## src/rtl/spi_slave_ctrl.sv

```systemverilog
// SPI slave front-end: deserialises 10-bit command words from MOSI for the RAM stage
// and serialises the RAM read byte back out on MISO.
module spi_slave_ctrl #(
  parameter int FRAME_W = 10,
  parameter int DATA_W  = 8
) (
  input  logic              clk,
  input  logic              rst,
  input  logic              SS_n,
  input  logic              MOSI,
  output logic              MISO,
  output logic [FRAME_W-1:0] rx_data,
  output logic              rx_valid,
  input  logic [DATA_W-1:0] tx_data,
  input  logic              tx_valid
);

  localparam int CNT_W = $clog2(FRAME_W + 1);
  localparam int TXC_W = $clog2(DATA_W + 1);

  typedef enum logic [2:0] {
    IDLE      = 3'd0,
    CHK_CMD   = 3'd1,
    WRITE     = 3'd2,
    READ_ADD  = 3'd3,
    READ_DATA = 3'd4
  } state_t;

  state_t              state_r;
  state_t              next_state_s;
  logic                frame_state_s;
  logic                shifting_s;
  logic                last_bit_s;
  logic                tx_load_s;

  logic [CNT_W-1:0]    bit_cnt_r;
  logic [FRAME_W-2:0]  shreg_r;
  logic [FRAME_W-1:0]  rx_data_r;
  logic                rx_valid_r;
  logic                rd_addr_done_r;
  logic [DATA_W-1:0]   tx_shreg_r;
  logic [TXC_W-1:0]    tx_cnt_r;
  logic                tx_used_r;
  logic                miso_r;

  assign MISO     = miso_r;
  assign rx_data  = rx_data_r;
  assign rx_valid = rx_valid_r;

  // State register
  always_ff @(posedge clk) begin
    if (rst) begin
      state_r <= IDLE;
    end else begin
      state_r <= next_state_s;
    end
  end

  // Next-state decode and per-cycle datapath enables
  always_comb begin
    next_state_s  = state_r;
    frame_state_s = 1'b0;
    case (state_r)
      IDLE: begin
        if (!SS_n) next_state_s = CHK_CMD;
        else       next_state_s = IDLE;
      end
      CHK_CMD: begin
        if (SS_n)                next_state_s = IDLE;
        else if (!MOSI)          next_state_s = WRITE;
        else if (rd_addr_done_r) next_state_s = READ_DATA;
        else                     next_state_s = READ_ADD;
      end
      WRITE, READ_ADD, READ_DATA: begin
        frame_state_s = 1'b1;
        if (SS_n) next_state_s = IDLE;
        else      next_state_s = state_r;
      end
      default: begin
        next_state_s = IDLE;
      end
    endcase
    // bit_cnt_r parks at FRAME_W once the word is in, so trailing MOSI bits are ignored
    shifting_s = frame_state_s && !SS_n && (bit_cnt_r < CNT_W'(FRAME_W));
    last_bit_s = shifting_s && (bit_cnt_r == CNT_W'(FRAME_W - 1));
    // One read byte per frame, accepted only once the strobe has gone
    tx_load_s  = (state_r == READ_DATA) && !SS_n && (bit_cnt_r == CNT_W'(FRAME_W)) &&
                 !rx_valid_r && !tx_used_r && tx_valid;
  end

  // Receive shifter, command strobe, read-address tracking and MISO serialiser
  always_ff @(posedge clk) begin
    if (rst) begin
      bit_cnt_r      <= '0;
      shreg_r        <= '0;
      rx_data_r      <= '0;
      rx_valid_r     <= 1'b0;
      rd_addr_done_r <= 1'b0;
      tx_shreg_r     <= '0;
      tx_cnt_r       <= '0;
      tx_used_r      <= 1'b0;
      miso_r         <= 1'b0;
    end else begin
      rx_valid_r <= 1'b0;
      if (!frame_state_s || SS_n) begin
        bit_cnt_r <= '0;
        tx_cnt_r  <= '0;
        tx_used_r <= 1'b0;
        miso_r    <= 1'b0;
      end else begin
        if (shifting_s) begin
          shreg_r   <= {shreg_r[FRAME_W-3:0], MOSI};
          bit_cnt_r <= bit_cnt_r + CNT_W'(1);
          if (last_bit_s) begin
            rx_data_r  <= {shreg_r, MOSI};
            rx_valid_r <= 1'b1;
            if (state_r == READ_ADD)       rd_addr_done_r <= 1'b1;
            else if (state_r == READ_DATA) rd_addr_done_r <= 1'b0;
            else                           rd_addr_done_r <= rd_addr_done_r;
          end
        end
        // tx_cnt_r counts the MISO bits still being presented, including the current one
        if (tx_load_s) begin
          miso_r     <= tx_data[DATA_W-1];
          tx_shreg_r <= {tx_data[DATA_W-2:0], 1'b0};
          tx_cnt_r   <= TXC_W'(DATA_W);
          tx_used_r  <= 1'b1;
        end else if (tx_cnt_r > TXC_W'(1)) begin
          miso_r     <= tx_shreg_r[DATA_W-1];
          tx_shreg_r <= {tx_shreg_r[DATA_W-2:0], 1'b0};
          tx_cnt_r   <= tx_cnt_r - TXC_W'(1);
        end else begin
          miso_r   <= 1'b0;
          tx_cnt_r <= '0;
        end
      end
    end
  end

endmodule

```

## config.mk

```make
export PLATFORM = sky130hd
export DESIGN_NAME = spi_slave_ctrl
export DESIGN_NICKNAME = d
export VERILOG_FILES = /design/src/rtl/spi_slave_ctrl.sv
export SDC_FILE = /design/constraint.sdc
export NUM_CORES = 1
export LEC_CHECK = 0
export CORE_AREA = 2 2 64 66
export CTS_CLUSTER_DIAMETER = 200
export CTS_CLUSTER_SIZE = 16
export DETAILED_ROUTE_END_ITERATION = 7
export DIE_AREA = 0 0 66 68
export PLACE_DENSITY = 0.73
export SYNTH_ARGS = -nofsm -noshare
export SYNTH_HDL_FRONTEND = slang
export SYNTH_SLANG_ARGS = --single-unit
```

## constraint.sdc

```tcl
create_clock -name clk -period 2.05 [get_ports clk]
set_clock_uncertainty 0.15 [all_clocks]
set_input_delay 0.5125 -clock clk [delete_from_list [all_inputs] [get_ports clk]]
set_output_delay 0.5125 -clock clk [all_outputs]
set_load 0.005 [all_outputs]
```

==> results.toml <==
[clocking]
cts-root-buf = "clkbuf_8"
cts_buffer_depth = 2
numClockSinks = 41
htreeDepth = 2
clk_pin_slew_ps = 80
cts_made_buffers = 5
tritoncts = "done"
clock_latency_ps = 290

[pwr]
p_clk_share_pct = 41.7
ir_drop_v = 0.000453
power_density_nw_per_um2 = 664
sw_frac_of_total_pct = 21.7
p_sw_mw = 0.340
p_leak_nw = 0.939
seqPwrFrac_pct = 52.6
p_int_mw = 1.23
p_comb_share_pct = 5.7

[sta]
slew_viol_final = 0
finalCriticalPeriod_ps = 2020
max_freq_mhz = 495
relSlewSlack_pct = 71.1
fin_crit_sh_pct = 98.6
setup_viol_count_final = 0
hold_viol_final = 0
worst-slew-pin-transition_ps = 432
fin_ws_ps = 27.8

[placed_design]
dpl_cell_area_um2 = 2200
gp_congestion = 0.775
hpwl_um = 2560
port_buffers = 24
dp_slack_ps = -288

[cells_and_area]
layout_common_cells = "dfxtp_1, nor2_1, clkdlybuf4s50_1, a21oi_1, nand3_1"
drive_gt1_share_pct = 13.7
mostFrequentLayoutCell = "dfxtp_1"
layout.nets = 258
antenna_cells = 0
area_growth_pct = 28.4
stdcell_area_um2 = 2360

[logic_synthesis]
synth_area_um2 = 1840
synthesis.nets = 222
synth_ff_type = "dfxtp_1"
netlist_instances = 204
synth_seq_cells = 41
synth_area_per_cell_um2 = 9.01
yosys_warnings = 0
synthArstFlopShare_pct = 0
synth_sequential_area_ratio_pct = 44.7
yosysUniqueCellTypes = 39
synth_edf_count = 0

[floorplan]
die_h_um = 68
die_x_um = 66
start_util_pct = 47.7
die_area_um2 = 4490
num_rows = 23
ios = 25
core_um2 = 3860

[outcome]
outcome = "finished, final reports clean"

[global_routing]
grtUsageTotal_pct = 18.1
grt_overflow = 0
grt_pass1_wl_um = 6220
antenna_found_initial = 0
grt_max_degree = 27
grt_pass1_vias = 1399

[setup_path]
critPathLaunchType = "input pin"
cp.arrival_ps = 2070
cp.required_ps = 2090
worstPathMaxFanout = 3
criticalPathCategory = "input pin to flip-flop"
worst_setup_path_end_kind = "flip-flop"

[route]
remaining_drc_errors = 0
wire_per_inst_um = 13.0
ant_nets = 0
drt-initial-drc-count = 75
vias = 1561
vias_per_cell = 5.36
drt_pass1_iterations = 4
wl_um = 3770

[hold_path]
hold_path_class = "flip-flop to flip-flop"

[job]
drv_cap = 0
==> logic make-up (layout without fill, tap and decap cells) <==
family | after synthesis | count (layout) | share of synthesized area (%)
AND/OR/NAND/NOR | 73 | 73 | 20.8
AO/OA/AOI/OAI | 51 | 51 | 18.1
flip-flops | 41 | 41 | 44.7
buffers and inverters | 20 | 57 | 5.51
multiplexers | 12 | 12 | 6.54
adder cells (fa/ha/maj) | 5 | 5 | 3.40
XOR/XNOR | 2 | 2 | 0.953
==> metal layers <==
| layer | up-vias | wire length [um] | GRT usage (%) | part of all wire (%) |
|---|---|---|---|---|
| li1 | 799 | - | - | - |
| met1 | 721 | 1760 | 22.5 | 47 |
| met2 | 35 | 1780 | 29.7 | 47 |
| met3 | 6 | 187 | 4.77 | 5.0 |
| met4 | 0 | 44 | 8.42 | 1.2 |
| met5 | - | 0 | 0 | 0 |
==> synth_stat cells, types with 6 or more instances <==
cell | n | share of area (%)
dfxtp_1 | 41 | 45
nor2_1 | 24 | 4.9
a21oi_1 | 20 | 5.4
nand3_1 | 15 | 4.1
mux2i_1 | 12 | 6.5
nand2_1 | 12 | 2.5
inv_1 | 7 | 1.4
a21o_1 | 6 | 2.5
a22oi_1 | 6 | 2.5
o221ai_1 | 6 | 2.9
==> stage by stage <==
| step | power [mW] | std cells | setup TNS [ps] | utilization (%) | hold slack [ps] |
|---|---|---|---|---|---|
| finish | 1.57 | 291 | 0 | 61.2 | 331 |
| global route | 1.63 | 291 | -74.5 | 61.2 | 350 |
| CTS | 1.59 | 288 | 0 | 60.1 | 330 |
| global placement | 0.930 | 280 | -6440 | 57.1 | 303 |
| floorplan | 0.887 | 204 | 0 | - | 286 |
| detailed placement | 0.931 | 280 | -6970 | 57.1 | 312 |
==> flip-flops by register name (all words and copies together) (netlist names), 3 cells and up <==
signal	flops
shreg_r	9
rx_data	10
bit_cnt_r	4
tx_shreg_r	7
tx_cnt_r	4
state_r	3
==> worst max-delay path: stages <==
cell and delay (ps):
clkdlybuf4s50_1 450, nor4bb_2 350, and4b_1 340, buf_4 130, o21ai_0 80, a32o_1 200
==> worst paths after layout <==
check / startpoint / endpoint / slack (ps) / cells past startpoint
min reg2reg: shreg_r[3] / shreg_r[3] / 330 / 2
min: shreg_r[3] / shreg_r[3] / 330 / 2
max reg2reg: bit_cnt_r[1] / tx_shreg_r[1] / 120 / 6
max: tx_valid / tx_shreg_r[1] / 30 / 6
==> power groups by stage <==
stage          combinational (mW)  sequential (mW)  clock, mW
2_1_floorplan              0.0500            0.837          0
3_3_place_gp               0.0883            0.842          0
3_5_place_dp               0.0889            0.842          0
4_1_cts                    0.0897            0.823      0.676
5_1_grt                    0.0980            0.826      0.709
6_report                   0.0887            0.824      0.654
==> area by class of cell <==
class / instances / area (um2)
clock buffer: 5 / 68.8
clock inverter: 3 / 46.3
fill: 351 / 1500
inverter: 7 / 26.3
multi-input combinational: 143 / 925
sequential: 41 / 821
tap: 50 / 62.6
timing repair buffer: 42 / 410
==> repair_timing <==
action | in CTS | in global routing
hold buffers | 0 | 0
setup buffers | 0 | 3
endpoints found under the setup margin | 0 | 16
gates resized for setup | 0 | 5
Power figures use the tool's default switching activity.
